--- config.mk ---
export PLATFORM = sky130hd
export DESIGN_NAME = fetch_sequencer
export DESIGN_NICKNAME = d
export VERILOG_FILES = /design/src/rtl/fetch_sequencer.sv
export SDC_FILE = /design/constraint.sdc
export NUM_CORES = 1
export LEC_CHECK = 0
export ABC_AREA = 1
export BUFFER_PORTS_ARGS = -buffer_cell sky130_fd_sc_hd__buf_2
export CORE_AREA = 2 2 206 208
export DETAILED_ROUTE_END_ITERATION = 12
export DIE_AREA = 0 0 208 210
export PLACE_DENSITY = 0.48
export RECOVER_POWER = 100
export SYNTH_ARGS = -nofsm -noshare
export SYNTH_HDL_FRONTEND = slang
export SYNTH_SLANG_ARGS = --single-unit
--- constraint.sdc ---
create_clock -name clk -period 16.3 [get_ports clk]
set_input_delay 1.63 -clock clk [delete_from_list [all_inputs] [get_ports clk]]
set_output_delay 1.63 -clock clk [all_outputs]
set_load 0.05 [all_outputs]
--- src/rtl/fetch_sequencer.sv ---
// fetch_sequencer: owns the fetch PC, reads one 32b instruction per cycle from a
// combinational instruction memory and queues {pc, instr} for decode behind a
// valid/ready handshake. Redirects from execute flush all fetched work.
// Optional build macro: FETCH_BRANCH_PREDECODE_EN follows unconditional B
// instructions at fetch time instead of fetching sequentially.
module fetch_sequencer #(
    parameter logic [63:0] RESET_PC   = 64'h0,
    parameter int          IMEM_BYTES = 64,
    parameter int          FIFO_DEPTH = 2
) (
    input  logic        clk,
    input  logic        reset,
    output logic [63:0] imem_addr,
    input  logic [31:0] imem_rdata,
    input  logic        redirect_valid,
    input  logic [63:0] redirect_target,
    output logic        out_valid,
    input  logic        out_ready,
    output logic [63:0] out_pc,
    output logic [31:0] out_instr,
    output logic        halted,
    output logic        misalign_err
);

    localparam int          PtrW   = $clog2(FIFO_DEPTH);
    localparam int          CntW   = PtrW + 1;
    localparam logic [63:0] LastPc = 64'(IMEM_BYTES - 4);

    typedef enum logic {
        RUN  = 1'b0,
        HALT = 1'b1
    } fetchState_e;

    fetchState_e     state_q, state_d;
    logic [63:0]     fetchPc_q, fetchPc_d;
    logic [PtrW-1:0] rdPtr_q, rdPtr_d;
    logic [PtrW-1:0] wrPtr_q, wrPtr_d;
    logic [CntW-1:0] count_q, count_d;
    logic            misalign_q, misalign_d;

    logic [63:0]     pcMem_q    [FIFO_DEPTH];
    logic [31:0]     instrMem_q [FIFO_DEPTH];

    logic            bufValid;
    logic            popEn;
    logic            pushEn;
    logic [63:0]     pushNextPc;

    assign bufValid = (count_q != '0);
    // A redirect drops the head instead of handing it to decode.
    assign popEn    = bufValid && out_ready && !redirect_valid;
    // A full buffer can still accept a push when the head leaves this cycle.
    assign pushEn   = (state_q == RUN) && !redirect_valid &&
                      ((count_q < CntW'(FIFO_DEPTH)) || popEn);

`ifdef FETCH_BRANCH_PREDECODE_EN
    logic        isUncondBranch;
    logic [63:0] branchOffset;

    assign isUncondBranch = (imem_rdata[31:26] == 6'b000101);
    assign branchOffset   = {{36{imem_rdata[25]}}, imem_rdata[25:0], 2'b00};
    assign pushNextPc     = isUncondBranch ? (fetchPc_q + branchOffset)
                                           : (fetchPc_q + 64'd4);
`else
    assign pushNextPc     = fetchPc_q + 64'd4;
`endif

    assign imem_addr    = fetchPc_q;
    assign out_valid    = bufValid;
    assign out_pc       = bufValid ? pcMem_q[rdPtr_q] : 64'h0;
    assign out_instr    = bufValid ? instrMem_q[rdPtr_q] : 32'h0;
    assign halted       = (state_q == HALT);
    assign misalign_err = misalign_q;

    // Next-state logic: redirect flushes and reloads the PC, otherwise push/pop update the buffer.
    always_comb begin
        state_d    = state_q;
        fetchPc_d  = fetchPc_q;
        rdPtr_d    = rdPtr_q;
        wrPtr_d    = wrPtr_q;
        count_d    = count_q;
        misalign_d = redirect_valid && (redirect_target[1:0] != 2'b00);

        if (redirect_valid) begin
            fetchPc_d = {redirect_target[63:2], 2'b00};
            rdPtr_d   = '0;
            wrPtr_d   = '0;
            count_d   = '0;
            state_d   = (fetchPc_d > LastPc) ? HALT : RUN;
        end else begin
            if (pushEn) begin
                fetchPc_d = pushNextPc;
                wrPtr_d   = wrPtr_q + PtrW'(1);
                state_d   = (fetchPc_d > LastPc) ? HALT : RUN;
            end
            if (popEn) begin
                rdPtr_d = rdPtr_q + PtrW'(1);
            end
            unique case ({pushEn, popEn})
                2'b10:   count_d = count_q + CntW'(1);
                2'b01:   count_d = count_q - CntW'(1);
                default: count_d = count_q;
            endcase
        end
    end

    // Control registers with synchronous reset.
    always_ff @(posedge clk) begin
        if (reset) begin
            state_q    <= RUN;
            fetchPc_q  <= RESET_PC;
            rdPtr_q    <= '0;
            wrPtr_q    <= '0;
            count_q    <= '0;
            misalign_q <= 1'b0;
        end else begin
            state_q    <= state_d;
            fetchPc_q  <= fetchPc_d;
            rdPtr_q    <= rdPtr_d;
            wrPtr_q    <= wrPtr_d;
            count_q    <= count_d;
            misalign_q <= misalign_d;
        end
    end

    // Buffer storage needs no reset; outputs are masked while the buffer is empty.
    always_ff @(posedge clk) begin
        if (!reset && pushEn) begin
            pcMem_q[wrPtr_q]    <= fetchPc_q;
            instrMem_q[wrPtr_q] <= imem_rdata;
        end
    end

endmodule

==> summary.txt, run 1 <==
Yosys
  • Post-synth top area share: 0.459
  • Cell Area, Synth: about 0.012 mm^2
  • Area leader, netlist: edfxtp_1
  • Post-synth cell types: 36
  • Syn. warnings: 0
  • Post-Synthesis Cells: 1446
  • Top cells by area, synth: edfxtp_1 (46%), nand2_1 (18%), dfxtp_1 (11%)
  • Syn_area_per_cell: about 8.5 um^2
  • EDFF count, synth: 188
  • Synth top cells by count: nand2_1 (581), edfxtp_1 (188), nor2_1 (140), a21oi_1 (100), dfxtp_1 (69)
  • Register bit count reported by yosys: 257
  • Synth Flop Type: edfxtp_1
  • Cell with the most instances after synthesis: nand2_1
  • Sequential area share after synthesis: 0.571
  • Async S/R FF share, synth: 0

CTS
  • TritonCTS clock tree: yes
  • Clk root buf: clkbuf_16
  • Clk pin slew, worst setup/hold paths: 60 ps
  • Clk_lat worst skew: 560 ps
  • Postcts setup bufs: 0
  • Clk sinks: 257
  • Max clock buf depth: 3
  • # hold bufs at CTS: 0
  • Post-CTS Resized: 0
  • Num CTS Buffers: 30
  • H-tree level count: 1

STA
  • Max-slew violations: 480
  • Hold Slack: 475 ps
  • Final worst slack: 8470 ps
  • RSZ-0062 raised after global routing: no
  • Worst rel slew slack: -1.42
  • Fmax: about 0.13 GHz
  • Fin Setup TNS: 0 ps
  • Tcrit/Tclk final: 0.480
  • Worst-Margin Slew: 3630 ps
  • Final setup viols: 0
  • Hold Violations, Final: 0
  • Post-layout min period: 7830 ps
  • Clk_skew: about 13 ps

Global routing
  • Antenna violations before repair: 0
  • Largest net degree at the start of global routing: 68
  • Vias in the first global route: around 10000
  • GRT Total Usage: 0.185
  • First-pass GRT wire length: 62500 um
  • Total global routing overflow: 0

Status
  • Status: complete, but fails checks
  • Failing checks: capacitance limit, slew limit

Route
  • Via count: roughly 11000
  • Routed WL: 41700 um
  • Antenna Violating Nets Remaining: 0
  • First-pass detailed-route iteration total: 5
  • Wire per inst: 18.5 um
  • Via density: 4.81
  • DRT iter0 DRCs: between 700 and 800
  • DRC viols: 0

Die
  • Die ar.: roughly 0.044 mm^2
  • Die Width: about 210 um
  • Boundary Pins: 263
  • Row count: 75
  • Height of the die: 210 um
  • Initial core utilization: 0.297
  • Core area: 0.0415 mm^2

Placement
  • Dpl ws: 12180 ps
  • HPWL Detailed: 30000 um
  • IO buf count: 258
  • RePlAce Congestion: 0.907

Worst setup path
  • CP arrival: 8320 ps
  • WS Path Type: input pin to flip-flop
  • CP endpoint kind: flip-flop
  • Critical path peak fanout: 67
  • Critical path required time: 16790 ps
  • Type of origin of the critical path: input pin

Flow run
  • Max-cap violation count: 9

Cells and area
  • Synthesis-to-finish area growth: 21.1%
  • Nets: 1791
  • Antenna Cells: 0
  • Layout cells sized above 1: 0.102

Power and ir drop
  • Power Density: 110 mW/mm^2
  • VDD IR max: 0.0000773 V
  • Leakage power: 5.23 nW

Hold path
  • Hold WC Path Type: flip-flop to flip-flop
-- sequential cells by signal, summed over array words and instances, names as in the netlist, named ones only --
signal / cells
instrMem_q: 64
halted: 1
rdPtr_q: 1
count_q: 2
misalign_err: 1
pcMem_q: 124
wrPtr_q: 1
imem_addr: 62
-- routing by layer --
layer / wire length (um) / track usage / share of wire
met3: 2130 / 0.0273 / 0.051
met2: 19100 / 0.300 / 0.46
met1: 19800 / 0.263 / 0.47
met5: 0 / 0 / 0
met4: 656 / 0.0389 / 0.016
-- final timing paths --
check	startpoint	endpoint	slack, ps	depth (start not counted)
max	redirect_valid	imem_addr[60]	8470	10
min	rdPtr_q	rdPtr_q	480	2
max reg2reg	halted	imem_addr[60]	11560	8
min reg2reg	rdPtr_q	rdPtr_q	480	2
-- through the flow --
stage / instance area [um^2] / std cells / power (W) / utilization
2_1_floorplan: 12300 / 1449 / 0.000894 / -
3_3_place_gp: 14100 / 2195 / 0.000958 / 0.341
3_5_place_dp: 14100 / 2195 / 0.000960 / 0.341
4_1_cts: 15200 / 2251 / 0.00166 / 0.366
5_1_grt: 14900 / 2251 / 0.00170 / 0.359
6_report: 14900 / 2251 / 0.00164 / 0.359
-- power by group --
part	total (W)	internal [W]	switching [W]
clock network	0.000698	0.000431	0.000267
logic	0.000183	0.0000423	0.000141
registers	0.000758	0.000728	0.0000299
total	0.00164	0.00120	0.000438
-- cell type report --
class	instances	area [um^2]
repair buffers	270	1130
fillers	4453	26600
clock inverters	8	119
flip-flops and latches	257	7030
multi-input cells	1065	4790
clock buffers	48	920
inverters	64	241
well taps	539	674
-- cells by family after synthesis --
logic type,share of synthesized area
DFF,0.571
xor gates and xnor gates,0.0149
AOI/OAI and AO/OA,0.0799
and+or+nand+nor,0.290
buffers and inverters,0.0411
other,0.000305
adders and majority gates,0.00305
-- cell usage in the layout, fill, tap and decap left out, types with 4 or more instances in the layout --
cell type and count:
xnor2_1 11, clkbuf_1 195, conb_1 4, clkinv_2 5, dfxtp_1 68, or2_2 8, nand2_1 581, o21ai_0 14
nand3b_1 11, a31oi_1 58, nor2_1 139, inv_1 59, buf_2 81, nor2_2 9, nand2_2 9, nor4_1 14
a21oi_1 100, clkbuf_16 31, xor2_1 10, nor2_4 9, nand3_1 50, clkbuf_8 8, edfxtp_1 188, nand4_1 13
nor3_1 12
-- worst max-delay path: stages --
cell      delay [ps]
buf_2             80
clkbuf_1        2170
nor2_1           190
o21ai_0          240
inv_1             60
clkbuf_1         960
nor2_4           320
clkbuf_1        1970
a22oi_1          350
a21oi_1          220
Power figures use the tool's default switching activity.
==> run 2, diff against run 1 <==
Clock period 16.3 ns to 7.4 ns, I/O delays scaled along.
==> run 2 against run 1 <==
Compared with the run above: the run still ends with capacitance limit, slew limit left; clock skew is 18 ps higher; core utilization down 0.42 points; sequential share of layout area up 0.56 points; via count fell by 0.95%; combinational power rose by 120%; first-iteration DRC count fell by 4.7%; die area unchanged; design area down 1.2%; critical path depth fell by 6; cell count shrank 0.18%.
==> summary.txt, run 2 (synthesis gave the netlist of run 1 again) <==
Status
  • Status: complete, but fails checks
  • Failing checks: capacitance limit, slew limit

Die
  • Height of the die: 210 um (unchanged)
  • Die ar.: 0.0437 mm^2 (unchanged)
  • Boundary Pins: 263 (unchanged)
  • Row count: 75 (unchanged)
  • Core area: 0.0415 mm^2 (unchanged)
  • Initial core utilization: 0.297 (unchanged)
  • Die Width: 208 um (unchanged)

Power and ir drop
  • Switch share: 0.275 (+0.00758)
  • Power Density: 229 mW/mm^2 (+110%)
  • VDD IR max: 0.000125 V (+61%)
  • Internal: 0.00245 W (+100%)
  • Total power: 0.00338 W (+110%)
  • Combinational share of power: 0.118 (+0.006)
  • Clock power frac: 0.388 (-0.038)
  • Reg power frac: 0.494 (+0.032)
  • Switching power: 0.000928 W (+110%)
  • Leakage power: 5.16 nW (-1.3%)

STA
  • Post-layout min period: 4950 ps
  • Worst-Margin Slew: 2840 ps (-788 ps)
  • Hold Slack: 374 ps (-101 ps)
  • Clk_skew: 31.2 ps (+17.8 ps)
  • RSZ-0062 raised after global routing: no
  • Worst rel slew slack: -0.894 (+0.525)
  • Fmax: 0.202 GHz
  • Final setup viols: 0 (unchanged)
  • Hold Violations, Final: 0 (unchanged)
  • Fin Setup TNS: 0 ps (unchanged)
  • Tcrit/Tclk final: 0.669
  • Final worst slack: 2450 ps (-6020 ps)
  • Max-slew violations: 293 (-39%)

Route
  • Wire per inst: 18.3 um (-1.0%)
  • Via count: 10700 (-0.95%)
  • Via density: 4.78 (-0.77%)
  • DRT iter0 DRCs: 706 (-4.7%)
  • Routed WL: 41200 um (-1.2%)
  • DRC viols: 0 (unchanged)
  • Antenna Violating Nets Remaining: 0 (unchanged)
  • First-pass detailed-route iteration total: 5 (unchanged)

CTS
  • Num CTS Buffers: 29 (-3.3%)
  • Clk sinks: 257 (unchanged)
  • Max clock buf depth: 3 (unchanged)
  • Clk pin slew, worst setup/hold paths: 60 ps (about the same)
  • Post-CTS Resized: 0 (unchanged)
  • Clk_lat worst skew: 560 ps (about the same)
  • H-tree level count: 1 (unchanged)
  • TritonCTS clock tree: yes
  • Clk root buf: clkbuf_16
  • Postcts setup bufs: 0 (unchanged)
  • # hold bufs at CTS: 0 (unchanged)

Hold path
  • Hold path depth: 1 (-1)
  • Hold path start: imem_rdata[16]
  • Hold WC Path Type: input pin to flip-flop
  • Hold EP: instrMem_q[0][16]

Global routing
  • Antenna violations before repair: 0 (unchanged)
  • Vias in the first global route: 10300 (+0.0097%)
  • GRT Total Usage: 0.183 (-0.00203)
  • Total global routing overflow: 0 (unchanged)
  • First-pass GRT wire length: 62000 um (-0.85%)
  • Largest net degree at the start of global routing: 68 (unchanged)

Worst setup path
  • CP max stage delay: 1810 ps (-360 ps)
  • Critical path peak fanout: 64 (-4.5%)
  • CP Cell Sequence: nor2_1 -> buf_4 -> a21oi_1 -> clkbuf_1
  • WS Path Type: flip-flop to output port
  • Crit path from: count_q[0]
  • Worst R2R Start: count_q[0]
  • Type of origin of the critical path: flip-flop
  • FF-to-FF path depth: 7 (-1)
  • CP endpoint kind: output port
  • CP arrival: 4210 ps (-4110 ps)
  • Buf/Inv on CP: 2 (-3)
  • Critical path required time: 6660 ps (-10130 ps)
  • R2R Setup Slk: 3850 ps (-7710 ps)
  • CP max-delay cell: nor2_1
  • Crit path max-delay family: simple AND/OR/NAND/NOR gates
  • Critical R2R Capture: count_q[0]

Placement
  • RePlAce Congestion: 0.916 (+0.99%)
  • IO buf count: 258 (unchanged)
  • Dpl ws: 4150 ps (-8030 ps)
  • HPWL Detailed: 30000 um (-0.21%)

Cells and area
  • Most flops, register: pcMem_q
  • Multi-input gate area: 0.00479 mm^2 (-0.16%)
  • Layout cells sized above 1: 0.100 (-0.00204)
  • Most common cell after layout, fill and taps aside: nand2_1
  • Filler cells: 4425 (-0.63%)
  • Nets: 1790 (-0.056%)
  • Max FFs per register: 124 (unchanged)
  • Most frequent cells in the layout: nand2_1 (581), clkbuf_1 (188), edfxtp_1 (188)
  • Register Area: 0.00703 mm^2 (unchanged)
  • Synthesis-to-finish area growth: 19.7%

Flow run
  • Max-cap violation count: 6 (-3)
## run 2: routing by layer
layer  track usage  up-vias  part of all wire
li1              -     5322                 -
met4        0.0362        0             0.014
met3        0.0258       39             0.056
met5             0        -                 0
met1         0.259     5047              0.47
met2         0.300      322              0.46
## run 2: cell type report
cell class	count	area share
sequential	257	0.477
antenna	1	0.000170
inverter	64	0.0164
tap	539	0.0458
multi-input combinational	1065	0.325
clock buffer	38	0.0522
clock inverter	13	0.00569
timing repair buffer	270	0.0775
## run 2: metrics by stage
stage	std cells	cell area (um^2)	util
floorplan	1449	12300	-
global route	2246	14700	0.355
finish	2247	14700	0.355
CTS	2246	15000	0.361
detailed placement	2195	14100	0.341
global placement	2195	14100	0.341
## run 2: power groups by stage
stage	registers, W	clock network (W)	logic [W]
global placement	0.00170	0	0.000413
detailed placement	0.00170	0	0.000415
finish	0.00167	0.00131	0.000400
CTS	0.00167	0.00135	0.000416
global route	0.00168	0.00141	0.000433
floorplan	0.00176	0	0.000213
## run 2: worst max path at each step
stage          cells past startpoint  slack, ps          endpoint
6_report                           4       2450         out_pc[2]
5_1_grt                            7       1810    pcMem_q[1][32]
4_1_cts                            5       3550        out_pc[36]
3_5_place_dp                       5       4150        out_pc[36]
3_3_place_gp                       5       4170        out_pc[36]
2_1_floorplan                      4       -790  instrMem_q[0][0]
